File: config.mk
export PLATFORM = sky130hd
export DESIGN_NAME = gray_counter_ctrl_flat
export DESIGN_NICKNAME = d
export VERILOG_FILES = /design/src/rtl/gray_counter_ctrl_if.sv /design/src/rtl/gray_counter_ctrl.sv /design/src/flat_wrapper.sv
export SDC_FILE = /design/constraint.sdc
export NUM_CORES = 1
export LEC_CHECK = 0
export ABC_AREA = 1
export BUFFER_PORTS_ARGS = -buffer_cell sky130_fd_sc_hd__buf_2
export CAP_MARGIN = 25
export CORE_ASPECT_RATIO = 1.1
export CORE_MARGIN = 4
export CORE_UTILIZATION = 60
export CTS_CLUSTER_SIZE = 8
export DETAILED_ROUTE_END_ITERATION = 6
export PLACE_DENSITY = 0.88
export SYNTH_ARGS = -nofsm -noshare
export SYNTH_HDL_FRONTEND = slang
export SYNTH_SLANG_ARGS = --single-unit
File: constraint.sdc
create_clock -name clk -period 3.1 [get_ports clk]
set_input_delay 0.62 -clock clk [delete_from_list [all_inputs] [get_ports clk]]
set_output_delay 0.62 -clock clk [all_outputs]
set_load 0.01 [all_outputs]
File: src/rtl/gray_counter_ctrl_if.sv
// gray_counter_ctrl_if
//   Bundles the control inputs and the count/status outputs of the Gray
//   counter run controller.
//   master : the controlling side (buttons/switches or a testbench) that
//            drives start/stop/step/dir/oneshot and reads the count.
//   slave  : the controller itself.
//   Signals:
//     start, stop, step   edge-triggered requests
//     dir                 count direction (0 = up, 1 = down)
//     oneshot             level, stop after one full wrap in RUN
//     bin, gray           registered count in binary and Gray code
//     tick, wrap          one-cycle strobes on each advance / wrap-around
//     busy                high while running
//     state               IDLE=00, RUN=01, PAUSE=10, DONE=11
interface gray_counter_ctrl_if #(
  parameter int WIDTH = 3
);
  logic             start;
  logic             stop;
  logic             step;
  logic             dir;
  logic             oneshot;
  logic [WIDTH-1:0] bin;
  logic [WIDTH-1:0] gray;
  logic             tick;
  logic             wrap;
  logic             busy;
  logic [1:0]       state;

  modport master (
    output start, stop, step, dir, oneshot,
    input  bin, gray, tick, wrap, busy, state
  );

  modport slave (
    input  start, stop, step, dir, oneshot,
    output bin, gray, tick, wrap, busy, state
  );
endinterface

File: src/rtl/gray_counter_ctrl.sv
// gray_counter_ctrl
//   Run controller for a Gray-code counter. A clock-enable prescaler on the
//   single system clock advances the count once every DIV cycles while in
//   RUN; start/stop/step requests (rising-edge detected) move the controller
//   through IDLE/RUN/PAUSE/DONE. All outputs are registered.
//   Parameters:
//     DIV    clk cycles per advance in RUN (>= 1)
//     WIDTH  counter width in bits
//   Ports:
//     clk    system clock, rising edge
//     clr    asynchronous active-high reset
//     bus    gray_counter_ctrl_if.slave (controls in, count/status out)
//   Build option:
//     GC_DIR_EN  when defined, bus.dir selects down-counting (wrap on 0->max);
//                otherwise the counter is up-only and dir is ignored.
module gray_counter_ctrl #(
  parameter int DIV   = 100_000_000,
  parameter int WIDTH = 3
) (
  input logic                clk,
  input logic                clr,
  gray_counter_ctrl_if.slave bus
);

  localparam int            PW         = (DIV > 1) ? $clog2(DIV) : 1;
  localparam logic [PW-1:0] PRESC_LAST = PW'(DIV - 1);

  typedef enum logic [1:0] {
    S_IDLE  = 2'b00,
    S_RUN   = 2'b01,
    S_PAUSE = 2'b10,
    S_DONE  = 2'b11
  } state_t;

  state_t           state_reg;
  logic [PW-1:0]    presc_reg;
  logic [WIDTH-1:0] bin_reg;
  logic [WIDTH-1:0] gray_reg;
  logic             tick_reg;
  logic             wrap_reg;
  logic             busy_reg;
  logic             start_q_reg;
  logic             stop_q_reg;
  logic             step_q_reg;

  logic             start_ev;
  logic             stop_ev;
  logic             step_ev;
  logic             terminal;
  logic             count_down;
  logic [WIDTH-1:0] adv_bin;
  logic [WIDTH-1:0] adv_gray;
  logic             adv_wrap;

  assign start_ev = bus.start & ~start_q_reg;
  assign stop_ev  = bus.stop  & ~stop_q_reg;
  assign step_ev  = bus.step  & ~step_q_reg;
  assign terminal = (presc_reg == PRESC_LAST);

`ifdef GC_DIR_EN
  assign count_down = bus.dir;
`else
  // Port kept for pin compatibility; up-only build never looks at it.
  logic dir_unused;
  assign dir_unused = bus.dir;
  assign count_down = 1'b0;
`endif

  // Candidate next count for any advance this cycle (RUN terminal or step).
  always_comb begin
    adv_bin  = count_down ? (bin_reg - WIDTH'(1)) : (bin_reg + WIDTH'(1));
    adv_wrap = count_down ? (bin_reg == '0) : (bin_reg == '1);
    adv_gray = adv_bin ^ (adv_bin >> 1);
  end

  always_ff @(posedge clk or posedge clr) begin
    if (clr) begin
      state_reg   <= S_IDLE;
      presc_reg   <= '0;
      bin_reg     <= '0;
      gray_reg    <= '0;
      tick_reg    <= 1'b0;
      wrap_reg    <= 1'b0;
      busy_reg    <= 1'b0;
      start_q_reg <= 1'b0;
      stop_q_reg  <= 1'b0;
      step_q_reg  <= 1'b0;
    end else begin
      start_q_reg <= bus.start;
      stop_q_reg  <= bus.stop;
      step_q_reg  <= bus.step;
      tick_reg    <= 1'b0;
      wrap_reg    <= 1'b0;
      case (state_reg)
        S_IDLE: begin
          if (start_ev) begin
            state_reg <= S_RUN;
            busy_reg  <= 1'b1;
            presc_reg <= '0;
          end else if (step_ev) begin
            bin_reg  <= adv_bin;
            gray_reg <= adv_gray;
            tick_reg <= 1'b1;
            wrap_reg <= adv_wrap;
          end
        end
        S_RUN: begin
          if (terminal) begin
            // Terminal count always advances, even if stop arrives now.
            presc_reg <= '0;
            tick_reg  <= 1'b1;
            wrap_reg  <= adv_wrap;
            if (stop_ev) begin
              state_reg <= S_PAUSE;
              busy_reg  <= 1'b0;
              bin_reg   <= adv_bin;
              gray_reg  <= adv_gray;
            end else if (adv_wrap && bus.oneshot) begin
              // DONE parks the count at zero regardless of direction.
              state_reg <= S_DONE;
              busy_reg  <= 1'b0;
              bin_reg   <= '0;
              gray_reg  <= '0;
            end else begin
              bin_reg  <= adv_bin;
              gray_reg <= adv_gray;
            end
          end else if (stop_ev) begin
            // Prescaler is held so a later resume keeps the phase.
            state_reg <= S_PAUSE;
            busy_reg  <= 1'b0;
          end else begin
            presc_reg <= presc_reg + PW'(1);
          end
        end
        S_PAUSE: begin
          if (start_ev) begin
            state_reg <= S_RUN;
            busy_reg  <= 1'b1;
          end else if (step_ev) begin
            bin_reg  <= adv_bin;
            gray_reg <= adv_gray;
            tick_reg <= 1'b1;
            wrap_reg <= adv_wrap;
          end
        end
        S_DONE: begin
          if (start_ev) begin
            state_reg <= S_RUN;
            busy_reg  <= 1'b1;
            presc_reg <= '0;
          end
        end
        default: state_reg <= S_IDLE;
      endcase
    end
  end

  assign bus.bin   = bin_reg;
  assign bus.gray  = gray_reg;
  assign bus.tick  = tick_reg;
  assign bus.wrap  = wrap_reg;
  assign bus.busy  = busy_reg;
  assign bus.state = state_reg;

endmodule

File: src/flat_wrapper.sv
// flat-port wrapper written by rule: the top's interface ports become plain ports
module gray_counter_ctrl_flat 
#(
  parameter int DIV   = 100_000_000,
  parameter int WIDTH = 3
)
  (clk, clr, bus_start, bus_stop, bus_step, bus_dir, bus_oneshot, bus_bin, bus_gray, bus_tick, bus_wrap, bus_busy, bus_state);
  gray_counter_ctrl_if #(.WIDTH(WIDTH)) bus_i ();
  input logic clk;
  input logic clr;
  input wire logic [$bits(bus_i.start)-1:0] bus_start;
  input wire logic [$bits(bus_i.stop)-1:0] bus_stop;
  input wire logic [$bits(bus_i.step)-1:0] bus_step;
  input wire logic [$bits(bus_i.dir)-1:0] bus_dir;
  input wire logic [$bits(bus_i.oneshot)-1:0] bus_oneshot;
  output wire logic [$bits(bus_i.bin)-1:0] bus_bin;
  output wire logic [$bits(bus_i.gray)-1:0] bus_gray;
  output wire logic [$bits(bus_i.tick)-1:0] bus_tick;
  output wire logic [$bits(bus_i.wrap)-1:0] bus_wrap;
  output wire logic [$bits(bus_i.busy)-1:0] bus_busy;
  output wire logic [$bits(bus_i.state)-1:0] bus_state;
  assign bus_i.start = bus_start;
  assign bus_i.stop = bus_stop;
  assign bus_i.step = bus_step;
  assign bus_i.dir = bus_dir;
  assign bus_i.oneshot = bus_oneshot;
  assign bus_bin = bus_i.bin;
  assign bus_gray = bus_i.gray;
  assign bus_tick = bus_i.tick;
  assign bus_wrap = bus_i.wrap;
  assign bus_busy = bus_i.busy;
  assign bus_state = bus_i.state;
  gray_counter_ctrl #(.DIV(DIV), .WIDTH(WIDTH)) u_core (.clk(clk), .clr(clr), .bus(bus_i));
endmodule
==> flow_summary_export.csv, run 1 <==
group,metric,value,unit
synthesis,synth_edf_count,0,
critical_path,r2r_setup_slack,0.80,ns
routing,drt_iter0_drc,144,
global_routing,grt_pass1_wl,10600,um
final_layout,largest_reg_flops,27,
sta,slew_headroom,0.590,
place,io_buffers,16,
synthesis,synthFlopType,"dfrtp_1",
final_layout,final_nets,455,
die,io-pin-count,18,
sta,setup_ws,0.804,ns
clock_tree,cts_tree,"yes",
clock_tree,cts_root_buf,"clkbuf_8",
synthesis,ys_seq_area_frac,0.354,
clock_tree,cts-hold-fix-buffers,0,
clock_tree,clock_latency,0.30,ns
die,start_util,0.637,
synthesis,yosys-top-cells-area,"dfrtp_1 35%, nand2_1 22%, nor2_1 7.3%",
die,rows,25,
sta,slew_violations,0,
routing,drc_errors,0,
die,dieArea,5880,um2
routing,drt_wl_total,5920,um
routing,drtPass1Iterations,5,
critical_path,reg2reg_from,"u_core.bus.state[0]$_DFFE_PP0P_",
synthesis,synthTopCellsByCount,"166 x nand2_1, 55 x nor2_1, 47 x inv_1",
critical_path,cp-start-kind,"flip-flop",
synthesis,ys_ff_latch,40,
power,peakVddDrop,744,uV
synthesis,yosys.area.top_type,"dfrtp_1",
synthesis,netlist_area,2830,um2
global_routing,grt_overflow,0,
critical_path,worstPathRequired,3.33,ns
critical_path,cpMaxStageDelayCell,"dfrtp_1",
synthesis,ys_types,28,
critical_path,path_class,"flip-flop to flip-flop",
critical_path,crit_buf_inv,3,
routing,antenna_left,0,
sta,skew,0.00979,ns
sta,layout_min_cycle_time,2.30,ns
synthesis,syn-num-nets,439,
sta,timing.final.hold_violations,0,
critical_path,worstRegToRegCells,8,
sta,finalCritPeriodShare,0.741,
power,p_per_area,672,nW/um2
sta,fmax,0.436,GHz
outcome,status,"complete, no violations",
critical_path,cp_cell_sequence,"inv_1, ha_1, inv_1, a21oi_1, nand2_4, inv_2, nand2_1, nand2_1",
worst_hold_path,min_path_type,"input port to asynchronous set/reset pin",
final_layout,antenna_cells,0,
critical_path,critical-path-max-stage-delay,0.44,ns
synthesis,async_flop_share,1.00,
die,die_h,80.1,um
global_routing,grt_pass1_vias,2406,
sta,setup_viol,0,
critical_path,critPathArrivalTime,2.53,ns
routing,wire_per_inst,12.0,um
global_routing,antenna_found_initial,0,
sta,worst_slew_pin_slew,0.615,ns
final_layout,drive_gt1_frac,0.136,
clock_tree,cts-buffers-inserted,5,
global_routing,grt_max_degree,44,
global_routing,grt_usage,0.229,
synthesis,synthCells,424,
power,p_leak,1.47,nW
routing,vias,2619,
sta,setup_tns,0,ns
sta,rsz0062_at_grt,"no",
place,place_ws,0.827,ns
final_layout,area_growth_syn_to_layout,7.69,%
clock_tree,cts_max_level,2,
place,place_hpwl,4480,um
synthesis,synth.most_common_cell,"nand2_1",
clock_tree,clock_path_buffers,2,
die,die_w,73.5,um
synthesis,yosys_warnings,0,
critical_path,worstPathMaxFanout,43,
critical_path,path_delay_family,"simple AND/OR/NAND/NOR gates",
place,gp_congestion,0.914,
critical_path,endpoint_kind,"flip-flop",
die,core,4440,um2
routing,via_per_inst,5.29,
flow_run,cap_violations,0,
clock_tree,postCtsSetupRepairBufs,0,
synthesis,avgSynthCellArea,6.68,um2
clock_tree,path_clk_slew,0.08,ns
synthesis,synth_top_area_frac,0.354,
critical_path,r2r-end,"u_core.presc_reg[8]$_DFFE_PP0P_",
clock_tree,clkSinkCount,40,
clock_tree,cts_resized,0,
metrics by stage:
| step | hold slack, ns | util | power (mW) | instance area (um2) | cells |
|---|---|---|---|---|---|
| after floorplan | 0.480 | - | 1.45 | 2830 | 424 |
| after global placement | 0.465 | 0.658 | 1.57 | 2920 | 487 |
| after detailed placement | 0.468 | 0.658 | 1.59 | 2920 | 487 |
| after CTS | 0.405 | 0.686 | 2.06 | 3050 | 495 |
| after global routing | 0.444 | 0.686 | 2.23 | 3050 | 495 |
| final | 0.385 | 0.686 | 2.05 | 3050 | 495 |
per-layer routing:
layer,routed length (um),track usage
met1,2470,0.294
met2,2890,0.373
met3,355,0.0413
met4,203,0.0960
met5,0,0
worst max-delay path by stage:
| stage | startpoint | to | slack [ns] | cells past startpoint |
|---|---|---|---|---|
| 2_1_floorplan | u_core.bus.state[0]$_DFFE_PP0P_ | u_core.presc_reg[17]$_DFFE_PP0P_ | 1.23 | 9 |
| 3_3_place_gp | bus_start | u_core.presc_reg[25]$_DFFE_PP0P_ | 0.87 | 9 |
| 3_5_place_dp | bus_start | u_core.presc_reg[8]$_DFFE_PP0P_ | 0.83 | 9 |
| 4_1_cts | u_core.bus.state[0]$_DFFE_PP0P_ | u_core.presc_reg[8]$_DFFE_PP0P_ | 0.79 | 8 |
| 5_1_grt | u_core.bus.state[0]$_DFFE_PP0P_ | u_core.presc_reg[8]$_DFFE_PP0P_ | 0.56 | 8 |
| 6_report | u_core.bus.state[0]$_DFFE_PP0P_ | u_core.presc_reg[8]$_DFFE_PP0P_ | 0.80 | 8 |
where the power goes:
part	leakage [nW]	switching (mW)	internal (mW)
Combinational	0.871	0.664	0.260
Sequential	0.536	0.0615	0.596
Clock	0.0645	0.185	0.284
area by class of cell:
class | instances | area [um2]
Multi-Input combinational cell | 326 | 1580
Fill cell | 359 | 1390
Sequential cell | 40 | 1000
Inverter | 49 | 184
Clock buffer | 7 | 96.3
Timing Repair Buffer | 18 | 95.1
Tap cell | 54 | 67.6
Clock inverter | 1 | 30.0
cell families after synthesis:
kind of cell	synth area share
AO/OA/AOI/OAI	0.0817
adder cells (fa/ha/maj)	0.0354
flip-flops	0.354
buffers and inverters	0.0901
AND/OR/NAND/NOR	0.414
XOR/XNOR	0.0247
layout by cell type, fill, tap and decap left out:
master       n
a21oi_1      5
a22o_1       1
a22oi_1      1
and2_1       1
buf_2       16
buf_4        2
bufinv_16    1
clkbuf_8     7
dfrtp_1     40
ha_1         8
inv_1       47
inv_2        2
nand2_1    166
nand2_2      3
nand2_4      3
nand3_1     33
nand3_4      1
nand4_1      5
nor2_1      55
nor2_2       6
nor2_4       2
nor3_1       1
o21ai_0      4
o21ai_1      6
o21ai_2     16
or2_2        1
xnor2_1      2
xor2_1       6
(Power assumes the default switching activity.)
==> run 2, diff against run 1 <==
Settings changed: ABC_AREA 1 to 0, CORE_UTILIZATION 60 to 54, PLACE_DENSITY 0.88 to 0.85.
Clock period 3.1 ns to 1.9 ns, I/O delays scaled along.
==> flow_summary_export.csv, run 2 <==
group,metric,value,unit
outcome,status,"finished with violations",
outcome,violations,"negative setup slack",
die,core,4350,um2
clock_tree,cts-buffers-inserted,5,
clock_tree,clock_path_buffers,2,
global_routing,grt_usage,0.308,
critical_path,critPathArrivalTime,2.65,ns
final_layout,final_common_cell,"buf_4",
place,place_hpwl,4910,um
routing,via_per_inst,7.05,
clock_tree,cts_root_buf,"clkbuf_8",
final_layout,regArea,1000,um2
final_layout,stdcell_count,394,
synthesis,avgSynthCellArea,9.57,um2
power,p_leak,1.59,nW
synthesis,netlist_area,2470,um2
clock_tree,clkSinkCount,40,
critical_path,path_class,"flip-flop to flip-flop",
power,peakVddDrop,981,uV
sta,slew_violations,0,
clock_tree,path_clk_slew,0.09,ns
synthesis,synthCells,258,
routing,drtPass1Iterations,7,
synthesis,syn-num-nets,273,
synthesis,yosys_warnings,0,
synthesis,synth_top_area_frac,0.405,
place,io_buffers,16,
final_layout,final_nets,355,
sta,hold_ws,0.190,ns
routing,vias,2776,
clock_tree,cts-hold-fix-buffers,0,
synthesis,synthTopCellsByCount,"40 x dfrtp_1, 25 x nor2_1, 19 x a221o_1",
clock_tree,cts_max_level,2,
synthesis,async_flop_share,1.00,
synthesis,yosys-top-cells-area,"dfrtp_1 41%, a221o_1 7.7%, ha_1 4.1%",
critical_path,worstPathRequired,2.07,ns
die,die_h,78.9,um
synthesis,ys_ff_latch,40,
sta,finalCritPeriodShare,1.30,
sta,layout_min_cycle_time,2.48,ns
routing,drt_wl_total,9110,um
routing,drc_errors,0,
place,gp_congestion,0.886,
final_layout,area_growth_syn_to_layout,39.8,%
routing,wire_per_inst,23.1,um
sta,timing.final.hold_violations,0,
die,dieArea,5720,um2
final_layout,n_fill_cell,234,
final_layout,multi_input_area,1530,um2
synthesis,synth_edf_count,0,
worst_hold_path,min_path_type,"input port to flip-flop",
sta,worst_slew_pin_slew,0.695,ns
synthesis,ys_types,52,
global_routing,grt_pass1_wl,13600,um
die,start_util,0.568,
final_layout,final_cell_mix,"63 x buf_4, 40 x dfrtp_1, 24 x nor2_1, 19 x a221o_1, 17 x nand2_1",
synthesis,synth.most_common_cell,"dfrtp_1",
critical_path,cp-start-kind,"flip-flop",
sta,fmax,0.404,GHz
critical_path,worstPathMaxFanout,6,
sta,setup_ws,-0.578,ns
die,die_w,72.5,um
clock_tree,clock_latency,0.30,ns
clock_tree,cts_tree,"yes",
synthesis,ys_seq_area_frac,0.405,
routing,drt_iter0_drc,538,
die,rows,25,
die,io-pin-count,18,
synthesis,synthFlopType,"dfrtp_1",
place,dp_cells,375,
routing,antenna_left,0,
sta,skew,0.0141,ns
synthesis,yosys.area.top_type,"dfrtp_1",
sta,rsz0062_at_grt,"yes",
final_layout,antenna_cells,0,
global_routing,antenna_found_initial,0,
final_layout,largest_reg_flops,27,
sta,setup_viol,37,
critical_path,endpoint_kind,"flip-flop",
power,p_per_area,1360,nW/um2
flow_run,cap_violations,0,
sta,slew_headroom,0.532,
final_layout,fin_util,0.794,
final_layout,drive_gt1_frac,0.388,
global_routing,grt_pass1_vias,2776,
global_routing,grt_max_degree,41,
global_routing,grt_overflow,0,
run 2: cell types whose count changed in the layout (fill, tap and decap cells not counted), moves of 7 or more:
cell / previous run / this run
nand3_1: 33 / 12
nor2_1: 55 / 24
and4_1: 0 / 9
nand2_1: 166 / 17
a221o_1: 0 / 19
inv_1: 47 / 6
buf_4: 2 / 63
buf_6: 0 / 7
o21ai_2: 16 / 2
nor3_1: 1 / 12
run 2: layout make-up:
cell class                 count  area share
clock buffer                   5      0.0199
sequential                    40       0.290
timing repair buffer          91       0.216
clock inverter                 2     0.00363
inverter                       6     0.00653
tap                           54      0.0196
multi-input combinational    196       0.445
run 2: power breakdown:
group | leakage (nW) | total, mW | internal (mW) | switching, mW
sequential | 0.529 | 1.11 | 0.988 | 0.118
combinational | 1.02 | 3.02 | 1.42 | 1.60
clock | 0.0400 | 0.559 | 0.249 | 0.310
total | 1.59 | 4.68 | 2.66 | 2.02
run 2: path summary, 6_finish.rpt:
check / start / to / slack (ns) / cells after the start
max: u_core.presc_reg[9]$_DFFE_PP0P_ / u_core.presc_reg[18]$_DFFE_PP0P_ / -0.58 / 7
min: bus_step / u_core.step_q_reg$_DFF_PP0_ / 0.19 / 1
max reg2reg: u_core.presc_reg[9]$_DFFE_PP0P_ / u_core.presc_reg[18]$_DFFE_PP0P_ / -0.58 / 7
min reg2reg: u_core.bus.gray[0]$_DFFE_PP0P_ / u_core.bus.gray[0]$_DFFE_PP0P_ / 0.51 / 1
max in group asynchronous: clr / u_core.presc_reg[19]$_DFFE_PP0P_ / 1.34 / 3
min in group asynchronous: clr / u_core.presc_reg[20]$_DFFE_PP0P_ / 0.20 / 3
run 2: stage by stage:
step	total power, mW	cell area (um2)	setup TNS, ns	setup slack (ns)
final	4.68	3450	-17.50	-0.578
after detailed placement	3.17	3060	-13.17	-0.464
after global placement	3.07	3060	-10.54	-0.387
after global routing	4.85	3450	-17.46	-0.571
after CTS	4.17	3330	-11.34	-0.383
after floorplan	2.42	2550	-11.24	-0.406
run 2: kinds of logic after synthesis:
kind of cell | Yosys count | synth area share
simple gates | 133 | 0.314
fa+ha+maj | 8 | 0.0405
compound gates | 45 | 0.154
buf+inv | 22 | 0.0441
flops | 40 | 0.405
xor+xnor | 4 | 0.0142
mux | 6 | 0.0274
run 2: repair_timing:
action	4_1_cts	5_1_grt
pin swaps	21	29
setup endpoints to repair	37	37
resized for setup	30	10
cloned	1	2
buffers inserted	6	5
run 2: metal layers:
metal	share of wire	track usage	vias up
met5	0	0	-
met4	0.079	0.208	0
met3	0.098	0.0722	82
met2	0.48	0.507	236
met1	0.35	0.349	1298
li1	-	-	1160
run 2: worst max-delay path, cell delays in order (launching register included):
cell and delay, ns:
dfrtp_1 0.44, or4_4 0.52, nor4_4 0.33, buf_4 0.19, a21oi_4 0.05, or2_4 0.31, clkbuf_16 0.18, a221o_1 0.32
